`src/rtl/nibble_packer_pkg.sv`:
```
// Shared constants and types for the nibble packer slice.
// Holds the fixed nibble width, parameter defaults and width helpers.
package nibble_packer_pkg;

  localparam int unsigned NIB_W             = 4;
  localparam int unsigned NIBS_PER_WORD_DEF = 4;
  localparam int unsigned FIFO_DEPTH_DEF    = 4;
  localparam int unsigned SEQ_MAX_DEF       = 7;

  localparam int unsigned WORD_W = NIB_W * NIBS_PER_WORD_DEF;
  localparam int unsigned LVL_W  = $clog2(FIFO_DEPTH_DEF) + 1;

  typedef logic [WORD_W-1:0] word_t;

  // Packed word width for a given nibble count.
  function automatic int unsigned word_width(input int unsigned nibs);
    return NIB_W * nibs;
  endfunction

  // Level counter width able to represent 0..depth inclusive.
  function automatic int unsigned lvl_width(input int unsigned depth);
    return $clog2(depth) + 1;
  endfunction

endpackage

```
`src/rtl/nibble_packer_fifo.sv`:
```
// packer_fifo: synchronous word FIFO with pointer+1-bit full/empty,
// a level output and a registered head word. The head register is
// refreshed from storage (or bypassed from the incoming word) so that
// it always shows the oldest entry; it holds its last value when empty.
module packer_fifo #(
  parameter int unsigned WIDTH = 16,
  parameter int unsigned DEPTH = 4
) (
  input  logic                     clk_b,
  input  logic                     rst_n,
  input  logic                     push,
  input  logic [WIDTH-1:0]         push_data,
  input  logic                     pop,
  output logic                     out_valid,
  output logic [WIDTH-1:0]         head,
  output logic [$clog2(DEPTH):0]   level,
  output logic                     full
);

  localparam int unsigned AW = $clog2(DEPTH);
  localparam int unsigned PW = AW + 1;

  logic [WIDTH-1:0] mem [DEPTH];
  logic [PW-1:0]    wr_ptr, rd_ptr, wr_next, rd_next;
  logic [WIDTH-1:0] head_next;
  logic             empty, push_ok, pop_ok;

  assign empty   = (wr_ptr == rd_ptr);
  assign full    = (wr_ptr[AW] != rd_ptr[AW]) && (wr_ptr[AW-1:0] == rd_ptr[AW-1:0]);
  assign pop_ok  = pop && !empty;
  // A full FIFO still accepts a push when the head leaves in the same cycle.
  assign push_ok = push && (!full || pop_ok);
  assign wr_next = wr_ptr + PW'(push_ok);
  assign rd_next = rd_ptr + PW'(pop_ok);

  assign out_valid = !empty;
  assign level     = wr_ptr - rd_ptr;

  // Select the word that will be at the head after this edge.
  always_comb begin
    head_next = head;
    if (wr_next != rd_next) begin
      if (push_ok && (rd_next == wr_ptr)) begin
        head_next = push_data;
      end else begin
        head_next = mem[rd_next[AW-1:0]];
      end
    end
  end

  // Storage write; contents need no reset since pointers gate visibility.
  always_ff @(posedge clk_b) begin
    if (push_ok) begin
      mem[wr_ptr[AW-1:0]] <= push_data;
    end
  end

  // Pointer and head register update.
  always_ff @(posedge clk_b) begin
    if (!rst_n) begin
      wr_ptr <= '0;
      rd_ptr <= '0;
      head   <= '0;
    end else begin
      wr_ptr <= wr_next;
      rd_ptr <= rd_next;
      head   <= head_next;
    end
  end

endmodule

```
`src/rtl/nibble_packer.sv`:
```
// nibble_packer: packs received nibbles LSB-first into words, buffers
// them in packer_fifo and presents them on a valid/ready output.
// Optional sequence checker enabled by `define NIBBLE_PACKER_SEQ_CHECK_EN;
// without it seq_err is tied low and err_clr clears only overflow.
module nibble_packer
  import nibble_packer_pkg::*;
#(
  parameter int unsigned NIBS_PER_WORD = NIBS_PER_WORD_DEF,
  parameter int unsigned FIFO_DEPTH    = FIFO_DEPTH_DEF,
  parameter int unsigned SEQ_MAX       = SEQ_MAX_DEF
) (
  input  logic                                  clk_b,
  input  logic                                  rst_n,
  input  logic                                  in_valid,
  input  logic [NIB_W-1:0]                      in_data,
  output logic                                  out_valid,
  input  logic                                  out_ready,
  output logic [word_width(NIBS_PER_WORD)-1:0]  out_data,
  output logic [lvl_width(FIFO_DEPTH)-1:0]      fifo_level,
  output logic                                  overflow,
  output logic                                  seq_err,
  input  logic                                  err_clr
);

  localparam int unsigned      PACK_W   = word_width(NIBS_PER_WORD);
  localparam int unsigned      CNT_W    = $clog2(NIBS_PER_WORD);
  localparam logic [CNT_W-1:0] LAST_NIB = CNT_W'(NIBS_PER_WORD - 1);

  if ((NIBS_PER_WORD < 2) || ((NIBS_PER_WORD & (NIBS_PER_WORD - 1)) != 0)) begin : g_bad_nibs
    $error("nibble_packer: NIBS_PER_WORD must be a power of 2 and >= 2");
  end
  if ((FIFO_DEPTH < 2) || ((FIFO_DEPTH & (FIFO_DEPTH - 1)) != 0)) begin : g_bad_depth
    $error("nibble_packer: FIFO_DEPTH must be a power of 2 and >= 2");
  end
  if (SEQ_MAX >= (1 << NIB_W)) begin : g_bad_seq
    $error("nibble_packer: SEQ_MAX must fit in a nibble");
  end

  logic [CNT_W-1:0]  nib_cnt;
  logic [PACK_W-1:0] pack_q, pack_next;
  logic              word_done, pop_req, fifo_full, drop;

  assign word_done = in_valid && (nib_cnt == LAST_NIB);
  assign pop_req   = out_valid && out_ready;
  assign drop      = word_done && fifo_full && !pop_req;

  // Merge the incoming nibble into its slice; also forms the pushed word.
  always_comb begin
    pack_next = pack_q;
    if (in_valid) begin
      for (int unsigned i = 0; i < NIBS_PER_WORD; i++) begin
        if (nib_cnt == CNT_W'(i)) begin
          pack_next[i*NIB_W +: NIB_W] = in_data;
        end
      end
    end
  end

  // Slice counter and pack register; counter wraps even if the word drops.
  always_ff @(posedge clk_b) begin
    if (!rst_n) begin
      nib_cnt <= '0;
      pack_q  <= '0;
    end else if (in_valid) begin
      nib_cnt <= nib_cnt + 1'b1;
      pack_q  <= pack_next;
    end
  end

  packer_fifo #(
    .WIDTH (PACK_W),
    .DEPTH (FIFO_DEPTH)
  ) u_fifo (
    .clk_b     (clk_b),
    .rst_n     (rst_n),
    .push      (word_done),
    .push_data (pack_next),
    .pop       (pop_req),
    .out_valid (out_valid),
    .head      (out_data),
    .level     (fifo_level),
    .full      (fifo_full)
  );

  // Sticky overflow flag; a new drop wins over a simultaneous clear.
  always_ff @(posedge clk_b) begin
    if (!rst_n) begin
      overflow <= 1'b0;
    end else if (drop) begin
      overflow <= 1'b1;
    end else if (err_clr) begin
      overflow <= 1'b0;
    end
  end

`ifdef NIBBLE_PACKER_SEQ_CHECK_EN
  localparam logic [NIB_W-1:0] SEQ_LAST = NIB_W'(SEQ_MAX);

  logic [NIB_W-1:0] expected, resync;
  logic             seq_miss;

  // Out-of-range values resync to 0 just like the wrap value.
  assign resync   = (in_data >= SEQ_LAST) ? '0 : in_data + 1'b1;
  assign seq_miss = in_valid && (in_data != expected);

  // Expected-value tracker; resyncs on every strobe so one gap flags once.
  always_ff @(posedge clk_b) begin
    if (!rst_n) begin
      expected <= '0;
    end else if (in_valid) begin
      expected <= resync;
    end
  end

  // Sticky sequence error flag; a new miss wins over a simultaneous clear.
  always_ff @(posedge clk_b) begin
    if (!rst_n) begin
      seq_err <= 1'b0;
    end else if (seq_miss) begin
      seq_err <= 1'b1;
    end else if (err_clr) begin
      seq_err <= 1'b0;
    end
  end
`else
  assign seq_err = 1'b0;
`endif

endmodule

```
`config.mk`:
```
export PLATFORM = sky130hd
export DESIGN_NAME = nibble_packer
export DESIGN_NICKNAME = d
export VERILOG_FILES = /design/src/rtl/nibble_packer_pkg.sv /design/src/rtl/nibble_packer_fifo.sv /design/src/rtl/nibble_packer.sv
export SDC_FILE = /design/constraint.sdc
export NUM_CORES = 1
export LEC_CHECK = 0
export ABC_AREA = 1
export BUFFER_PORTS_ARGS = -buffer_cell sky130_fd_sc_hd__buf_4
export CORE_UTILIZATION = 55
export DETAILED_ROUTE_END_ITERATION = 8
export PLACE_DENSITY_LB_ADDON = 0.08
export RECOVER_POWER = 25
export SYNTH_ARGS = -nofsm -noshare
export SYNTH_HDL_FRONTEND = slang
export SYNTH_SLANG_ARGS = --single-unit
```
`constraint.sdc`:
```
create_clock -name clk_b -period 4.9 [get_ports clk_b]
set_clock_uncertainty 0.1 [all_clocks]
set_input_delay 1.47 -clock clk_b [delete_from_list [all_inputs] [get_ports clk_b]]
set_output_delay 1.47 -clock clk_b [all_outputs]
set_load 0.03 [all_outputs]
```
* Word level (Yosys, flattened, before mapping)
Memories as Yosys holds them, arrays and structs flattened.
Cells that the tools add are included.
W data, S select, Z words.
** Storage, ports and cells
- Register bits :: 41
- RAM bits :: 64
- Output and inout port bits :: 22
- Memories :: 1
** Memories
- u_fifo.mem :: words 4, bits a word 16, rd ports 1, clocked after memory_dff 0, wr ports 1, RTL line nibble_packer_fifo.sv:23 : logic [WIDTH-1:0] mem [DEPTH];
** Operators by class
- Add/subtract/negate cells :: 4
- Equal/unequal tests :: 8
- Multiplexer cells :: 10
- Reduce and logical (&&, ||, !) cells :: 14
** Operators by type and width (number)
- $mux W16 :: 2
- $mux W4 :: 4
- $logic_and A1 B1 Y1 :: 8
- $add A3 B1 Y3 :: 2
- $eq A3 B3 Y1 :: 2
- $eq A2 B2 Y1 const B :: 2
- $mux W1 :: 4
- $logic_not A1 Y1 :: 3
- $ne A3 B3 Y1 :: 1
- $sub A3 B3 Y3 :: 1
- $add A2 B1 Y2 const B :: 1
- $eq A2 B1 Y1 const B :: 1
- $eq A2 B2 Y1 :: 1
- $logic_not A2 Y1 :: 1
- $reduce_bool A2 Y1 :: 1
- $logic_or A1 B1 Y1 :: 1
- $ne A1 B1 Y1 :: 1

* Logic depth before layout (Yosys ltp)
Gate-level depths: netlist (run 1).
- Depth after elaboration :: 8
- Depth in mapped cells :: 18
- Depth with buffers taken out :: 17

* Hierarchy
Synthesis (run 1) repeated with hierarchy kept, for this count alone.
** Second synthesis, totals
- Cell total of the unflattened synthesis :: 492
- Area, all modules :: 4694.5 µm²
** Modules (own cells, without submodules)
- packer_fifo :: times used 1, cells each 364, area an instance 3799.9 µm², seq. area each 2362.3 µm²
- nibble_packer :: times used 1, cells each 128, area an instance 894.6 µm², seq. area each 380.4 µm²

* Worst setup path after synthesis (run 1)
No wires, ideal clock.
- Path kind :: in2reg
- Start point :: input port in_valid
- End point :: memory u_fifo.mem[1][0] (enable)
- Setup time :: 0.409 ns
- Arrival time :: 3.281 ns
- Slack :: 1.110 ns
- Stages :: 5
- Path buffers :: 1
- Cell sequence :: nand2_1 > a21oi_4 > buf_4 > inv_1 > nor3_1
** On the way
- Longest elaborated chain between the ends :: 4
** RTL lines
- start, declared :: RTL line nibble_packer.sv:14 : input logic in_valid,
- $logic_and A1 B1 Y1 :: RTL line nibble_packer.sv:43 : assign word_done = in_valid && (nib_cnt == LAST_NIB);
- $logic_and A1 B1 Y1 :: RTL line nibble_packer_fifo.sv:32 : assign push_ok = push && (!full || pop_ok);
- $mux W1 :: RTL line nibble_packer_fifo.sv:53 : if (push_ok) begin
- $mux W1 (implied by the code) :: RTL line nibble_packer_fifo.sv:54 : mem[wr_ptr[AW-1:0]] <= push_data;
- end, declared :: RTL line nibble_packer_fifo.sv:23
Every way passes these cells.

* Worst setup path after layout (run 1)
- Start point :: input port in_valid
- End point :: register u_fifo.head[0]
** On the way
- Longest elaborated chain between the ends :: 4
- Elaborated cells on any way between the ends :: 7
** RTL lines
- $logic_and A1 B1 Y1 :: RTL line nibble_packer.sv:43
- $logic_and A1 B1 Y1 :: RTL line nibble_packer_fifo.sv:32
- $add A3 B1 Y3 :: RTL line nibble_packer_fifo.sv:33 : assign wr_next = wr_ptr + PW'(push_ok);
- net u_fifo.wr_next[1] :: RTL line nibble_packer_fifo.sv:24 : logic [PW-1:0] wr_ptr, rd_ptr, wr_next, rd_next;
- $ne A3 B3 Y1 :: RTL line nibble_packer_fifo.sv:42 : if (wr_next != rd_next) begin
- end signal, assigned :: RTL line nibble_packer_fifo.sv:67 : head <= head_next;
- end, declared :: RTL line nibble_packer_fifo.sv:15 : output logic [WIDTH-1:0] head,
The timed path passes the listed nets, and every way through them passes these cells.
A chain may end at the register's enable or synchronous reset.

==> summary.md, run 1 <==
| Metric | Value |
|---|---|
| Syn Inst Count | `~490` |
| Worst Tran Pin Value | `approximately 1.0 ns` |
| Post-synth EDFFs | `64` |
| Layout cell share with drive strength beyond 1 | `11.8%` |
| Total Neg Setup Slack | `0 ns` |
| Drt total wl | `9190 um` |
| DIE WIDTH | `~93 um` |
| Max Slew Vio Count | `0` |
| Clock Power Share | `27.5%` |
| Rows | `32` |
| CTS tree | `yes` |
| Max layer used | `met4` |
| Comb power frac | `15.5%` |
| CTS clk-pin slew, worst paths | `roughly 0.10 ns` |
| Die ar. | `8700 um^2` |
| Worst min-delay path class | `reg -> reg` |
| Drt via density | `5.14` |
| Pleak | `approximately 2.2 nW` |
| Footprint of the multi-input gates | `1510 um^2` |
| CP required | `5.10 ns` |
| WL/cell | `14.7 um` |
| Inst Count DP | `about 600` |
| GR Overflow Total | `0` |
| Worst hold slack | `0.373 ns` |
| Final Wtd Congestion | `0.763` |
| Min Tclk post-route | `roughly 3.7 ns` |
| Sw Pwr | `0.000481 W` |
| First-pass GRT wire length | `between 15000 and 20000 um` |
| Post-Synthesis Net Count | `512` |
| Met3 Wirelength | `440 um` |
| Drt drc | `0` |
| Number of port buffers | `29` |
| Worst Path Max Fanout | `22` |
| PD cells | `341 nW/um^2` |
| Post-synth ARST share | `0%` |
| Clock Latency Late Sink | `0.37 ns` |
| Initial antenna violation count | `0` |
| Ys Warns | `0` |
| Hold Buf Count CTS | `0` |
| Root Buffer | `clkbuf_8` |
| Antenna Cells | `0` |
| Number of clock sinks | `105` |
| H-tree level count | `3` |
| Final ANT Viol Nets | `0` |
| Cell Area, Synth | `4580 um^2` |
| Hpwl dp | `6390 um` |
| Setup violators final | `0` |
| Cts bufs inserted | `9` |
| Vias in the first global route | `3050` |
| Avg Cell Area, Syn | `9.31 um^2` |
| Status | `complete, no violations` |
| CORE AREA | `7890 um^2` |
| CTS resizes | `0` |
| Clock Path Buffers | `2` |
| Drt first pass iters | `4` |
| RSZ-0062 raised after global routing | `false` |
| Sw frac | `27.8%` |
| Final hold vios | `0` |
| Area delta synth->final | `10.8%` |
| Ports | `31` |
| Seq cells post-synth | `105` |
| Commonest non-fill, non-tap cell in the layout | `nand2_1` |
| Post-synthesis sequential area ratio | `59.9%` |
| Fillers | `657` |
| Fin cells | `627` |
| M1 WL | `4590 um` |
| Die height | `93.3 um` |
| Slew HR | `30.0%` |
| Via count | `3221` |
| Crit. End Element | `flip-flop` |
| Top_reg_cell synth | `edfxtp_1` |
| Max rail drop VDD | `between 0.2 and 0.3 mV` |
| Final period util | `76.2%` |
| CP Data Arrival Time | `3.94 ns` |
| Most frequent cells in the layout | `nand2_1 (85), nor2_1 (82), edfxtp_1 (64)` |
| Register Area | `2740 um^2` |
| Largest net degree at the start of global routing | `36` |
| Total track usage | `23.6%` |
| Critical path launch point type | `input pin` |
| Initial Utilization | `approximately three fifths` |
| Max Clk Rate | `268 MHz` |
| Int Power | `0.00125 W` |
| Kind of critical path | `in -> reg` |
| Initial DRC Count | `244` |
| Synth cell types | `28` |
| Reg power frac | `57.0%` |
| MaxCap Viol Count | `0` |
| WL met2 | `4120 um` |
| Post-CTS Setup Inserts | `0` |
| Post-layout nets | `540` |
worst max-delay path, stage by stage:
cell      delay, ns
clkbuf_1       0.16
nand2_1        0.24
a21oi_4        0.20
ha_1           0.17
ha_1           0.24
xor2_1         0.16
nor2_1         0.14
nand3_1        0.54
buf_4          0.41
nand3_1        0.10
nand2_1        0.05
inv_1          0.05
flip-flops by register name (all words and copies together) (netlist names):
register       count
u_fifo.mem        64
pack_q            16
u_fifo.wr_ptr      3
u_fifo.head       16
u_fifo.rd_ptr      3
overflow           1
nib_cnt            2
power groups by stage:
stage	Combinational, W	Clock [W]	Sequential, W
after global placement	0.000264	0	0.00101
after global routing	0.000303	0.000523	0.000990
final	0.000269	0.000476	0.000986
after floorplan	0.000149	0	0.00104
after CTS	0.000269	0.000492	0.000987
after detailed placement	0.000268	0	0.00101
metrics by stage:
stage / utilization (%) / area (um^2) / total power [W] / setup slack, ns
floorplan: - / 4580 / 0.00119 / 1.11
global placement: 62.2 / 4910 / 0.00127 / 0.940
detailed placement: 62.2 / 4910 / 0.00128 / 0.864
CTS: 64.4 / 5080 / 0.00175 / 1.23
global route: 64.3 / 5070 / 0.00182 / 0.897
finish: 64.3 / 5070 / 0.00173 / 1.17
logic make-up (layout without fill, tap and decap cells):
| group | count (synthesis) | after routing | synth area share [%] |
|---|---|---|---|
| AOI/OAI and AO/OA | 71 | 71 | 9.15 |
| buffers and inverters | 87 | 120 | 7.70 |
| DFF | 105 | 105 | 59.9 |
| other | 1 | 1 | 0.0818 |
| xor gates and xnor gates | 7 | 7 | 1.34 |
| adders and majority gates | 11 | 11 | 3.17 |
| and+or+nand+nor | 210 | 210 | 18.7 |
worst paths after layout:
path / slack, ns / end / depth (start not counted) / start
setup / recovery: 1.17 / u_fifo.head[0] / 12 / in_valid
hold / removal: 0.37 / overflow / 2 / overflow
setup reg to reg: 1.37 / u_fifo.head[0] / 13 / u_fifo.wr_ptr[0]
hold reg to reg: 0.37 / overflow / 2 / overflow
cell type report:
| cell class | instances | area share [%] |
|---|---|---|
| multi-input combinational | 300 | 29.7 |
| tap | 102 | 2.51 |
| clock inverter | 5 | 0.740 |
| inverter | 66 | 4.88 |
| clock buffer | 11 | 2.59 |
| sequential | 105 | 54.0 |
| timing repair buffer | 38 | 5.55 |
Yosys cell counts, types with 2 or more instances:
master    count  area, um^2
nand2_1      85         319
nor2_1       82         308
edfxtp_1     64        1920
inv_1        62         233
dfxtp_1      41         821
nand3_1      36         180
o21ai_0      35         175
o22ai_1      16         100
o21a_1       12        90.1
clkbuf_1     10        37.5
ha_1         10         125
a21oi_1       6        30.0
buf_2         6        30.0
xor2_1        5        43.8
nor3_1        4        20.0
buf_4         3        22.5
inv_2         3        11.3
xnor2_1       2        17.5
per-layer routing:
layer  vias to the layer above  GRT usage [%]
met3                         5           6.18
met2                        73           37.1
met5                         -              0
met4                         0           4.62
met1                      1492           33.4
li1                       1651              -
Note: power is estimated with default switching activity, not from simulation.
==> inputs of run 2 (changes only) <==
CORE_UTILIZATION = 54   (was 55)
clock period = 3.05 ns   (was 4.9 ns; I/O delays follow)
==> run 2 against run 1 <==
  * Sequential cell count is the same
  * Register-to-register slack lost 1.0 ns
  * Hold slack lost 0.00078 ns
  * Critical endpoint is now fifo_level[2]
==> summary.md, run 2 (synthesis gave the netlist of run 1 again) <==
| Metric | Value |
|---|---|
| Initial DRC Count | `between 200 and 300` |
| Area delta synth->final | `13.0%` |
| Final period util | `roughly nine tenths` |
| Hold Buf Count CTS | `0` |
| Total track usage | `24.0%` |
| Post-layout nets | `548` |
| Int Power | `just over 0.002 W` |
| Sw frac | `28.7%` |
| Final ANT Viol Nets | `0` |
| Drt first pass iters | `5` |
| Min Tclk post-route | `2.75 ns` |
| Number of clock sinks | `around 110` |
| Most frequent cells in the layout | `nand2_1 (85), nor2_1 (82), edfxtp_1 (64)` |
| Cts bufs inserted | `9` |
| Die ar. | `between 8000 and 9000 um^2` |
| Slew HR | `65.5%` |
| Commonest non-fill, non-tap cell in the layout | `nand2_1` |
| Clock Path Buffers | `2` |
| Die height | `approximately 94 um` |
| Placed Instance Area | `5010 um^2` |
| First-pass GRT wire length | `15800 um` |
| Worst setup margin | `0.299 ns` |
| Max FFs per register | `64` |
| Max Clk Rate | `roughly 360 MHz` |
| Post-CTS Setup Inserts | `0` |
| RSZ-0062 raised after global routing | `false` |
| Place WS | `0.124 ns` |
| Number of port buffers | `29` |
| Initial Utilization | `55.8%` |
| Sw Pwr | `approximately 0.0008 W` |
| GR Overflow Total | `0` |
| Antenna Cells | `0` |
| Via count | `3311` |
| Layout cell share with drive strength beyond 1 | `13.1%` |
| Drt total wl | `9700 um` |
| Final hold vios | `0` |
| CTS tree | `yes` |
| Vias in the first global route | `3106` |
| Clock Power Share | `28.3%` |
| MaxCap Viol Count | `0` |
| DIE WIDTH | `between 90 and 100 um` |
| Reg2Reg Setup Slack | `around 0.36 ns` |
| Worst min-delay path class | `reg -> reg` |
| Setup violators final | `0` |
| CP startpoint | `u_fifo.wr_ptr[1]` |
| Status | `complete, no violations` |
| Drt via density | `5.19` |
| CTS clk-pin slew, worst paths | `0.10 ns` |
| Comb power frac | `16.0%` |
| CP required | `2.03 ns` |
| CP Data Arrival Time | `1.74 ns` |
| CORE AREA | `8220 um^2` |
| Design Area, Final | `5180 um^2` |
| Critical Path Sink | `fifo_level[2]` |
| Crit. End Element | `output port` |
| Max rail drop VDD | `0.311 mV` |
| Clock Latency Late Sink | `roughly 0.36 ns` |
| Rows | `33` |
| Initial antenna violation count | `0` |
| H-tree level count | `3` |
| Worst Path Max Fanout | `6` |
| WL/cell | `15.2 um` |
| FF-to-FF End | `u_fifo.head[6]` |
| R2R cell count | `15` |
| Min-Delay Startpoint | `overflow` |
| Pleak | `2.23 nW` |
| Largest net degree at the start of global routing | `33` |
| Root Buffer | `clkbuf_8` |
| Worst hold slack | `0.372 ns` |
| Drt drc | `0` |
| Final Wtd Congestion | `0.781` |
| PD cells | `~550 nW/um^2` |
| Kind of critical path | `reg -> out` |
| CTS resizes | `0` |
| Max Slew Vio Count | `0` |
| Reg power frac | `55.7%` |
| Critical path launch point type | `flip-flop` |
| Hpwl dp | `6450 um` |
| Worst Tran Pin Value | `0.514 ns` |
| Ports | `31` |
| Total Neg Setup Slack | `0 ns` |
| FF-to-FF Start | `u_fifo.rd_ptr[1]` |
| Post-layout power | `0.00285 W` |
-- run 2: worst min-delay path by stage --
stage                      end  cells after the start
finish                overflow                      2
global route        pack_q[14]                      2
CTS                   overflow                      2
detailed placement    overflow                      2
global placement      overflow                      2
floorplan           pack_q[12]                      2
-- run 2: layout make-up --
cell class | instances | area [um^2]
clock inverters | 7 | 52.6
inverters | 66 | 248
multi-input cells | 300 | 1510
clock buffers | 9 | 124
repair buffers | 46 | 372
well taps | 105 | 131
fillers | 714 | 3040
flip-flops and latches | 105 | 2740
-- run 2: metrics by stage --
step	instances	utilization (%)
6_report	638	63.0
5_1_grt	638	63.0
4_1_cts	638	63.1
3_5_place_dp	622	61.0
3_3_place_gp	622	61.0
2_1_floorplan	492	-
-- run 2: per-layer routing --
layer  track usage (%)  part of all wire [%]  up-vias
met4              8.85                   1.7        0
met3              3.24                   4.9       12
met5                 0                     0        -
met2              38.3                    45       93
met1              33.5                    48     1531
li1                  -                     -     1675
-- run 2: worst max-delay path, cell delays in order, from the launching register on --
cell and delay [ns]:
dfxtp_1 0.50, inv_2 0.12, fa_1 0.42, xor2_1 0.17, buf_4 0.17
-- run 2: power groups by stage --
stage	logic [W]	registers, W	clock network, W
6_report	0.000456	0.00159	0.000804
5_1_grt	0.000510	0.00159	0.000858
4_1_cts	0.000458	0.00159	0.000817
2_1_floorplan	0.000240	0.00168	0
3_3_place_gp	0.000447	0.00162	0
3_5_place_dp	0.000456	0.00162	0
